### src/rtl/uart_word_loader_if.sv
// rtl/uart_word_loader_if.sv - pixel memory write port bundle for uart_word_loader
//
// Purpose : groups the memory write bus driven by the UART word loader.
// Ports   :
//    mem_wdata  DATA_W  packed little-endian word to memory
//    mem_addr   ADDR_W  write address
//    mem_we     1       one-cycle write strobe
// Modports: master (loader side, drives the bus), slave (memory side).

interface uart_word_loader_if #(
   parameter int DATA_W = 16,
   parameter int ADDR_W = 16
);
   logic [DATA_W-1:0] mem_wdata;
   logic [ADDR_W-1:0] mem_addr;
   logic              mem_we;

   modport master (output mem_wdata, output mem_addr, output mem_we);
   modport slave  (input  mem_wdata, input  mem_addr, input  mem_we);
endinterface

### src/rtl/uart_word_loader.sv
// rtl/uart_word_loader.sv - UART receiver packing bytes into words written to pixel memory
//
// Purpose : deserialises 8N1 bytes (8E1 when UART_PARITY_EN is defined) from
//           the host, packs them little-endian into DATA_W-bit words and
//           writes them to consecutive addresses until IMG_WORDS words have
//           been stored, then raises done.
// Macro   : UART_PARITY_EN - adds an even-parity bit after the data bits.
// Ports   :
//    clk        in   system clock, rising edge
//    rst_n      in   synchronous active-low reset
//    enable     in   loader enable; low returns to IDLE, clears address and done
//    rx         in   asynchronous UART serial input, idle high
//    mem        if   memory write port (mem_wdata, mem_addr, mem_we)
//    done       out  sticky, IMG_WORDS words written
//    frame_err  out  sticky, bad stop bit (or parity); cleared only by reset
//    rx_LED     out  high while a byte is being received

module uart_word_loader #(
   parameter int CLKS_PER_BIT = 868,
   parameter int DATA_W       = 16,
   parameter int ADDR_W       = 16,
   parameter int IMG_WORDS    = 65536
) (
   input  logic               clk,
   input  logic               rst_n,
   input  logic               enable,
   input  logic               rx,
   uart_word_loader_if.master mem,
   output logic               done,
   output logic               frame_err,
   output logic               rx_LED
);

   localparam int BYTES  = DATA_W / 8;
   localparam int BIDX_W = (BYTES > 1) ? $clog2(BYTES) : 1;
   localparam int CNT_W  = $clog2(CLKS_PER_BIT);

   localparam logic [CNT_W-1:0]  HALF_LAST = CNT_W'(CLKS_PER_BIT / 2 - 1);
   localparam logic [CNT_W-1:0]  FULL_LAST = CNT_W'(CLKS_PER_BIT - 1);
   localparam logic [BIDX_W-1:0] LAST_BYTE = BIDX_W'(BYTES - 1);
   localparam logic [ADDR_W-1:0] LAST_ADDR = ADDR_W'(IMG_WORDS - 1);

   typedef enum logic [2:0] {
      S_IDLE,
      S_START,
      S_DATA,
      S_STOP,
      S_WAIT_HIGH,
      S_WRITE
`ifdef UART_PARITY_EN
      , S_PARITY
`endif
   } state_t;

   state_t state, state_nx;

   logic              rx_meta, rxs;
   logic [CNT_W-1:0]  baud_cnt;
   logic [2:0]        bit_cnt;
   logic [7:0]        shreg;
   logic [DATA_W-1:0] word_buf;
   logic [BIDX_W-1:0] byte_idx;

   // Strobes decoded by the FSM for the datapath.
   logic sample;
   logic accept;
   logic stop_bad;

`ifdef UART_PARITY_EN
   logic par_bad;
`endif

   // ------------------------------------------------------------------
   // rx synchroniser; preset high so reset never looks like a start bit.
   // ------------------------------------------------------------------
   always_ff @(posedge clk) begin
      if (!rst_n) begin
         rx_meta <= 1'b1;
         rxs     <= 1'b1;
      end else begin
         rx_meta <= rx;
         rxs     <= rx_meta;
      end
   end

   // ------------------------------------------------------------------
   // FSM state register
   // ------------------------------------------------------------------
   always_ff @(posedge clk) begin
      if (!rst_n) begin
         state <= S_IDLE;
      end else begin
         state <= state_nx;
      end
   end

   // ------------------------------------------------------------------
   // FSM next state and decoded strobes
   // ------------------------------------------------------------------
   always_comb begin
      state_nx = state;
      sample   = 1'b0;
      accept   = 1'b0;
      stop_bad = 1'b0;
      rx_LED   = 1'b0;

      case (state)
         S_IDLE: begin
            if (enable && !done && !rxs) begin
               state_nx = S_START;
            end
         end

         // Half-bit check filters glitches shorter than half a bit.
         S_START: begin
            rx_LED = 1'b1;
            if (baud_cnt == HALF_LAST) begin
               sample   = 1'b1;
               state_nx = rxs ? S_IDLE : S_DATA;
            end
         end

         S_DATA: begin
            rx_LED = 1'b1;
            if (baud_cnt == FULL_LAST) begin
               sample = 1'b1;
               if (bit_cnt == 3'd7) begin
`ifdef UART_PARITY_EN
                  state_nx = S_PARITY;
`else
                  state_nx = S_STOP;
`endif
               end
            end
         end

`ifdef UART_PARITY_EN
         S_PARITY: begin
            rx_LED = 1'b1;
            if (baud_cnt == FULL_LAST) begin
               sample   = 1'b1;
               state_nx = S_STOP;
            end
         end
`endif

         S_STOP: begin
            rx_LED = 1'b1;
            if (baud_cnt == FULL_LAST) begin
               sample = 1'b1;
               if (!rxs) begin
                  stop_bad = 1'b1;
                  state_nx = S_WAIT_HIGH;
`ifdef UART_PARITY_EN
               end else if (par_bad) begin
                  state_nx = S_IDLE;
`endif
               end else begin
                  accept   = 1'b1;
                  state_nx = (byte_idx == LAST_BYTE) ? S_WRITE : S_IDLE;
               end
            end
         end

         // A low stop bit means we lost framing; wait for the line to idle.
         S_WAIT_HIGH: begin
            if (rxs) begin
               state_nx = S_IDLE;
            end
         end

         S_WRITE: begin
            state_nx = S_IDLE;
         end

         default: begin
            state_nx = S_IDLE;
         end
      endcase

      if (!enable) begin
         state_nx = S_IDLE;
      end
   end

   // ------------------------------------------------------------------
   // Baud counter: restarts on every state change and every sample, so
   // the data, parity and stop samples all land one bit period apart.
   // ------------------------------------------------------------------
   always_ff @(posedge clk) begin
      if (!rst_n) begin
         baud_cnt <= '0;
      end else if ((state_nx != state) || sample || !rx_LED) begin
         baud_cnt <= '0;
      end else begin
         baud_cnt <= baud_cnt + 1'b1;
      end
   end

   // ------------------------------------------------------------------
   // Datapath: shift register, word assembly and memory write port.
   // mem_we is registered off the WRITE state, so the strobe appears two
   // clocks after the stop-bit sample and the address advances after it.
   // ------------------------------------------------------------------
   always_ff @(posedge clk) begin
      if (!rst_n) begin
         bit_cnt       <= '0;
         shreg         <= '0;
         word_buf      <= '0;
         byte_idx      <= '0;
         mem.mem_we    <= 1'b0;
         mem.mem_addr  <= '0;
         mem.mem_wdata <= '0;
         done          <= 1'b0;
         frame_err     <= 1'b0;
`ifdef UART_PARITY_EN
         par_bad       <= 1'b0;
`endif
      end else if (!enable) begin
         // frame_err deliberately survives a disable.
         bit_cnt      <= '0;
         word_buf     <= '0;
         byte_idx     <= '0;
         mem.mem_we   <= 1'b0;
         mem.mem_addr <= '0;
         done         <= 1'b0;
      end else begin
         mem.mem_we <= (state == S_WRITE);

         if (state == S_WRITE) begin
            mem.mem_wdata <= word_buf;
         end

         // Address holds at the last word so it never wraps.
         if (mem.mem_we) begin
            if (mem.mem_addr == LAST_ADDR) begin
               done <= 1'b1;
            end else begin
               mem.mem_addr <= mem.mem_addr + 1'b1;
            end
         end

         if (state == S_START) begin
            bit_cnt <= '0;
         end

         // LSB first: shifting in at the top leaves bit 0 at shreg[0].
         if (sample && (state == S_DATA)) begin
            shreg   <= {rxs, shreg[7:1]};
            bit_cnt <= bit_cnt + 1'b1;
         end

         if (stop_bad) begin
            frame_err <= 1'b1;
         end

`ifdef UART_PARITY_EN
         if (state == S_START) begin
            par_bad <= 1'b0;
         end
         // Even parity: the parity bit equals the XOR of the data bits.
         if (sample && (state == S_PARITY) && (rxs != ^shreg)) begin
            par_bad   <= 1'b1;
            frame_err <= 1'b1;
         end
`endif

         if (accept) begin
            for (int i = 0; i < BYTES; i++) begin
               if (byte_idx == BIDX_W'(i)) begin
                  word_buf[i*8 +: 8] <= shreg;
               end
            end
            byte_idx <= (byte_idx == LAST_BYTE) ? '0 : byte_idx + 1'b1;
         end
      end
   end

endmodule

### src/flat_wrapper.sv
// flat-port wrapper written by rule: the top's interface ports become plain ports
module uart_word_loader_flat 
#(
   parameter int CLKS_PER_BIT = 868,
   parameter int DATA_W       = 16,
   parameter int ADDR_W       = 16,
   parameter int IMG_WORDS    = 65536
)
  (clk, rst_n, enable, rx, done, frame_err, rx_LED, mem_mem_wdata, mem_mem_addr, mem_mem_we);
  uart_word_loader_if #(.DATA_W(DATA_W), .ADDR_W(ADDR_W)) mem_i ();
  input  logic clk;
  input  logic rst_n;
  input  logic enable;
  input  logic rx;
  output logic done;
  output logic frame_err;
  output logic rx_LED;
  output wire logic [$bits(mem_i.mem_wdata)-1:0] mem_mem_wdata;
  output wire logic [$bits(mem_i.mem_addr)-1:0] mem_mem_addr;
  output wire logic [$bits(mem_i.mem_we)-1:0] mem_mem_we;
  assign mem_mem_wdata = mem_i.mem_wdata;
  assign mem_mem_addr = mem_i.mem_addr;
  assign mem_mem_we = mem_i.mem_we;
  uart_word_loader #(.CLKS_PER_BIT(CLKS_PER_BIT), .DATA_W(DATA_W), .ADDR_W(ADDR_W), .IMG_WORDS(IMG_WORDS)) u_core (.clk(clk), .rst_n(rst_n), .enable(enable), .rx(rx), .mem(mem_i), .done(done), .frame_err(frame_err), .rx_LED(rx_LED));
endmodule
### config.mk
export PLATFORM = sky130hd
export DESIGN_NAME = uart_word_loader_flat
export DESIGN_NICKNAME = d
export VERILOG_FILES = /design/src/rtl/uart_word_loader_if.sv /design/src/rtl/uart_word_loader.sv /design/src/flat_wrapper.sv
export SDC_FILE = /design/constraint.sdc
export NUM_CORES = 1
export LEC_CHECK = 0
export CAP_MARGIN = 20
export CORE_UTILIZATION = 50
export DETAILED_ROUTE_END_ITERATION = 7
export PLACE_DENSITY = 0.79
export SKIP_LAST_GASP = 1
export SYNTH_ARGS = -nofsm -noshare
export SYNTH_HDL_FRONTEND = slang
export SYNTH_SLANG_ARGS = --single-unit
### constraint.sdc
create_clock -name clk -period 2.1 [get_ports clk]
set_input_delay 0.21 -clock clk [delete_from_list [all_inputs] [get_ports clk]]
set_output_delay 0.21 -clock clk [all_outputs]
set_load 0.02 [all_outputs]
After elaboration in Yosys (flattened, before gate mapping)
Cells that the tools add are included.

Flip-flop bits (word level): 78. Latch bits: 0. Bits in writable memories: 0. Memory bits (read-only): 0. Output and inout bits: 36. Memories kept: 0.

$add $sub $neg: 4. Multipliers: 0. Divide/modulo/power cells: 0. Order comparisons: 0. Eq/ne operators: 10. Shift operators: 0. Muxes and demuxes: 24. Bitwise gates (word level): 3. Reduce and logical (&&, ||, !) cells: 21.

Operators by type and width (count): 3-bit 2-to-1 mux (11); 16-bit by 1-bit adder with 16-bit output, second input constant (1); 16-bit == test, second input constant (1); 2-bit AND reduction (8); 3-bit case mux with 5 select lines (1); 10-bit by 1-bit adder with 10-bit output, second input constant (1); 10-bit == test, second input constant (1); 10-bit by 9-bit == test with 1-bit output, second input constant (1); 1-bit 2-to-1 mux (10); 3-bit == test, second input constant (3); 3-bit by 2-bit == test with 1-bit output, second input constant (2); 2-bit OR reduction (2); 3-bit by 1-bit adder with 3-bit output, second input constant (1); 3-bit by 1-bit == test with 1-bit output, second input constant (1); 1-bit logical AND (3); 1-bit zero test (3); 3-bit zero test (1); 3-bit != test (1); 1-bit inverter (3); 3-bit OR reduction (1); 1-bit logical OR (2); 2-bit 2-to-1 mux (1); 1-bit case mux with 2 select lines (1); 2-bit nonzero test (1); 1-bit adder, second input constant (1).

Longest topological paths before layout
Depth in word-level cells: 10. Gate-level depth with buffers: 7. Mapped depth without buffers: 6.

Least setup slack after synthesis
OpenSTA, ideal clock, no wires.

Path type: register -> register. From: register u_core.baud_cnt[0]. To: register u_core.baud_cnt[2]. Arrival time: 1.892 ns. Data required time: 1.962 ns. Setup slack: 0.070 ns. Cell stages (with the launch flop): 8. Buffers on the path: 2. Cells stage by stage: dfxtp_1 -> ha_1 -> nand4bb_1 -> buf_2 -> or3_1 -> buf_6 -> a221oi_4 -> nor4_1.

Cells in the longest elaborated chain, start to end: 8.

Ends and longest elaborated chain: start: declaration (RTL line uart_word_loader.sv:58) `logic [CNT_W-1:0] baud_cnt;`; start signal: assignment (RTL line uart_word_loader.sv:196) `baud_cnt <= baud_cnt + 1'b1;`; 10-bit == test or 10-bit by 9-bit == test with 1-bit output (tied branches) (RTL line uart_word_loader.sv:125, uart_word_loader.sv:149, uart_word_loader.sv:117); 3-bit 2-to-1 mux (on tied branches) (RTL line uart_word_loader.sv:149, uart_word_loader.sv:117, uart_word_loader.sv:125); 3-bit case mux with 5 select lines (RTL line uart_word_loader.sv:107) `case (state)`; 3-bit 2-to-1 mux (RTL line uart_word_loader.sv:181) `if (!enable) begin`; 3-bit != test (RTL line uart_word_loader.sv:193) `end else if ((state_nx != state) || sample || !rx_LED) begin`; 1-bit logical OR (2 in a row) (RTL line uart_word_loader.sv:193); 2-bit OR reduction (no source line).

Parallel ways exist; a longest one is shown, timed or not. A chain may end at the register's enable or synchronous reset.

Final worst setup path
From: register u_core.baud_cnt[0]. To: register u_core.state[0].

Cells in the longest elaborated chain, start to end: 4.

Ends and longest elaborated chain: 10-bit == test or 10-bit by 9-bit == test with 1-bit output (tied branches) (RTL line uart_word_loader.sv:125, uart_word_loader.sv:149, uart_word_loader.sv:117); 3-bit 2-to-1 mux (on tied branches) (RTL line uart_word_loader.sv:149, uart_word_loader.sv:117, uart_word_loader.sv:125); 3-bit case mux with 5 select lines * (RTL line uart_word_loader.sv:107); 3-bit 2-to-1 mux * (RTL line uart_word_loader.sv:181); end signal: assignment (RTL line uart_word_loader.sv:93) `state <= state_nx;`; end: declaration (RTL line uart_word_loader.sv:55) `state_t state, state_nx;`.

Every way passes the cells marked *; elsewhere a longest branch is shown, timed or not.

==> summary.md <==
| Metric | Value |
|---|---|
| Post-synth top area share | `0.451` |
| Worst reg2reg path endpoint | `u_core.state[0]` |
| First-pass GRT wire length | `12,900 um` |
| Number of buffers inserted by hold repair at cts | `0` |
| Sequential-to-total area share from yosys stat | `0.451` |
| Register-to-Register Setup Slack | `130 ps` |
| Worst path buffer plus inverter count | `1` |
| Number of synthesized flops with an enable pin | `0` |
| Lkg Pwr | `1.39 nW` |
| Layout Nets | `454` |
| Total Routed Length | `7840 um` |
| Number of I/O pins | `40` |
| Cell Area, Synth | `3460 um2` |
| TritonCTS buffer count | `9` |
| DIE AREA | `7260 um2` |
| Antenna violations before repair | `0` |
| Fraction of power consumed by sequential logic | `0.548` |
| Number of filler cells placed in the layout | `550` |
| Cell count after placement | `508` |
| Clk sink count | `78` |
| CTS Root Buffer Type | `sky130_fd_sc_hd__clkbuf_8` |
| Path depth of the worst reg2reg path | `6` |
| Switching portion of total power | `0.236` |
| Final hold viol count | `0` |
| Final HPWL from detailed placement | `5340 um` |
| Core Region | `6530 um2` |
| Insertion delay to the later sink of the worst-skew pair | `360 ps` |
| Global-route usage over all layers | `0.223` |
| Die span in y | `85.2 um` |
| Area of the multi-input gates | `1780 um2` |
| Post-DR vias/cell | `5.87` |
| Initial Util | `0.530` |
| Yosys Warn Count | `0` |
| Count of buffers inserted at the top-level ports | `39` |
| Kind of cell adding the most delay to the critical path | `simple AND/OR/NAND/NOR gates` |
| Number of cells produced by synthesis | `395` |
| Synthesized netlist net count | `404` |
| Kind of critical path | `reg -> reg` |
| Synthesis-stage register bit count | `78` |
| Number of global-route vias before repair | `2,762` |
| Share of total power in the clock network | `0.428` |
| Count of standard-cell rows | `29` |
| Count of cell instances traversed by the critical path | `6` |
| Maximum ir drop on the vdd rail | `340 uV` |
| Number of remaining DRC errors | `0` |
| CP max stage cell | `sky130_fd_sc_hd__or4_1` |
| Largest cells by area after synthesis | `sky130_fd_sc_hd__dfxtp_1, sky130_fd_sc_hd__a21oi_1, sky130_fd_sc_hd__mux2i_1, sky130_fd_sc_hd__nand2_1, sky130_fd_sc_hd__nand3_1` |
| Count of antenna diodes in the layout | `0` |
| Worst relative slew slack | `0.573` |
| Synth cell types | `48` |
| Remaining Overflow, GRT | `0` |
| Final setup violating endpoints | `0` |
| Max Clock Freq | `506 MHz` |
| Post-synth ARST share | `0` |
| Critical-path cell list | `ha_1, nand4bb_1, buf_4, or4_1, a21oi_1, o311a_1` |
| Worst clock skew | `10.7 ps` |
| Post-synthesis area per instance | `8.76 um2` |
| Internal cell power | `0.00207 W` |
| Power per Cell Area | `636 nW/um2` |
| End point of the critical path | `u_core.state[0]` |
| Outcome | `finished, final reports clean` |
| Arrival @ worst endpoint | `2280 ps` |
| Pin count of the biggest net entering global routing | `27` |
| Fin Hold WS | `431 ps` |
| Max Cap Violations | `0` |
| Gate power share | `0.024` |
| Number of DRC markers after the initial detailed-route iteration | `182` |
| Share of layout cells above drive strength 1 | `0.116` |
| Reported net switching power | `0.000637 W` |
| Post-CTS clock slew at the launch and capture registers of the worst setup and hold paths | `90 ps` |
| Shortest clock period the worst path allows after layout | `1970 ps` |
| Hold WC Path Type | `reg -> reg` |
| Routability congestion estimate | `0.881` |
| Launch instance of the worst register-to-register path | `u_core.baud_cnt[0]` |
| Final routed wire length divided by cell count | `14.9 um` |
| Worst setup SP type | `flop` |
| Worst Setup End Kind | `flop` |
| Number of max-slew violations in the final report | `0` |
| Final worst-path cycle share | `0.940` |
| Source of the critical timing path | `u_core.baud_cnt[0]` |
| Register Area | `1560 um2` |
| Final cell count without fillers | `527` |
| Final Util | `0.651` |
| Highest fanout seen on the critical path | `7` |
| Setup repair after global routing missed its margin | `false` |
| Horizontal die dimension | `85.2 um` |
| Clock tree from TritonCTS | `done` |
| Total number of H-tree levels | `3` |
| Maximum single-stage delay on the critical path | `510 ps` |
| Antenna violation net count after detailed routing | `0` |
| Max clock buf depth | `2` |
| Area growth, synth to finish | `22.8%` |
| Detailed-router iteration count before antenna repair | `4` |
| Worst Path Required | `2400 ps` |
| Worst-margin pin slew | `640 ps` |
| Commonest register cell after synthesis | `sky130_fd_sc_hd__dfxtp_1` |
| Biggest area consumer among synthesized cells | `sky130_fd_sc_hd__dfxtp_1` |
| Setup Total Neg Slack | `0 ps` |
| Routed vias | `3,096` |
==> registers in the layout, indices dropped and copies added, names as in the netlist <==
register,count
u_core.frame_err,1
u_core.done,1
u_core.word_buf,16
u_core.byte_idx,1
u_core.mem.mem_addr,16
u_core.rxs,1
u_core.state,3
u_core.baud_cnt,10
u_core.rx_meta,1
u_core.mem.mem_wdata,16
u_core.mem.mem_we,1
u_core.shreg,8
u_core.bit_cnt,3
==> layout by cell type (no fill, tap or decap), types with 5 or more instances in the layout <==
cell                              Yosys  routed
sky130_fd_sc_hd__nor4_1              15      15
sky130_fd_sc_hd__dfxtp_1             78      78
sky130_fd_sc_hd__buf_4                0      22
sky130_fd_sc_hd__xor2_1               6       6
sky130_fd_sc_hd__mux2i_1             21      21
sky130_fd_sc_hd__nand2_1             52      52
sky130_fd_sc_hd__clkdlybuf4s50_1      0      38
sky130_fd_sc_hd__nand4_1             10      10
sky130_fd_sc_hd__o31ai_1              9       9
sky130_fd_sc_hd__nand3_1             21      21
sky130_fd_sc_hd__o21ai_0             12      12
sky130_fd_sc_hd__clkbuf_8             0       9
sky130_fd_sc_hd__a21oi_1             46      46
sky130_fd_sc_hd__inv_1                7       7
sky130_fd_sc_hd__nor2_1              25      25
sky130_fd_sc_hd__or4_1                9       8
sky130_fd_sc_hd__nand2b_1             6       6
sky130_fd_sc_hd__and3_1               5       5
sky130_fd_sc_hd__ha_1                 5       5
==> synthesized netlist by cell type, drive strengths merged (2+ instances only) <==
cell type	number
or3	4
or2	3
nor3b	2
clkbuf	18
nand4	10
inv	8
dfxtp	78
and3	5
a211oi	2
xor2	6
o21ai	14
nand3	21
or4	9
nand2b	6
a31oi	2
and2	2
mux2i	21
nor4	17
and4	3
a2111o	2
o21a	2
xnor2	2
buf	5
nor3	3
nor2	25
a21oi	46
o31ai	10
ha	5
nand2	52
or3b	2
==> cell families after synthesis <==
logic type | count (synthesis) | share of synthesized area
AO/OA/AOI/OAI | 83 | 0.149
XOR/XNOR | 8 | 0.0202
adder cells (fa/ha/maj) | 5 | 0.0181
buffers and inverters | 31 | 0.0387
flip-flops | 78 | 0.451
multiplexers | 21 | 0.0607
AND/OR/NAND/NOR | 169 | 0.262
==> worst min path at each step <==
stage / from / to / cells past startpoint
2_1_floorplan: rst_n / u_core.rx_meta / 1
3_3_place_gp: u_core.rx_meta / u_core.rxs / 1
3_5_place_dp: u_core.rx_meta / u_core.rxs / 1
4_1_cts: u_core.rx_meta / u_core.rxs / 1
5_1_grt: u_core.rx_meta / u_core.rxs / 1
6_report: u_core.rx_meta / u_core.rxs / 1
==> power by group through the flow <==
stage	combinational [W]	sequential [W]	clock, W
finish	0.0000641	0.00148	0.00116
floorplan	0.0000357	0.00152	0
detailed placement	0.0000616	0.00152	0
CTS	0.0000630	0.00148	0.00118
global route	0.0000695	0.00148	0.00126
global placement	0.0000610	0.00152	0
==> layer usage <==
layer | track usage | vias up | wire length, um
met1 | 0.293 | 1466 | 3560
met3 | 0.0399 | 12 | 333
met4 | 0.0986 | 0 | 108
met5 | 0 | - | 0
li1 | - | 1532 | -
met2 | 0.359 | 86 | 3830
==> area by class of cell <==
class | instances | area share
clock inverter | 7 | 0.0188
sequential | 78 | 0.367
multi-input combinational | 286 | 0.419
timing repair buffer | 62 | 0.136
clock buffer | 9 | 0.0291
tap | 77 | 0.0227
inverter | 8 | 0.00707
==> worst register-to-register path, delay by kind of cell, from the launching register on <==
| family | cells | cell delay, ps |
|---|---|---|
| adders and majority gates | 1 | 210 |
| AOI/OAI and AO/OA | 2 | 370 |
| and+or+nand+nor | 2 | 710 |
| DFF | 1 | 410 |
| buffers and inverters | 1 | 230 |
==> through the flow <==
step	instance area (um2)	total power [W]	setup WS [ps]
2_1_floorplan	3460	0.00155	69.8
3_3_place_gp	3990	0.00158	99.2
3_5_place_dp	3990	0.00158	55.9
4_1_cts	4210	0.00273	39.5
5_1_grt	4250	0.00281	11.0
6_report	4250	0.00270	126
==> repair_timing <==
| item | in CTS | in global routing |
|---|---|---|
| setup buffers | 2 | 1 |
| gates resized for setup | 0 | 4 |
| pin swaps | 1 | 1 |
| endpoints found under the setup margin | 8 | 14 |
No activity file was read; power rests on OpenSTA's default activity.
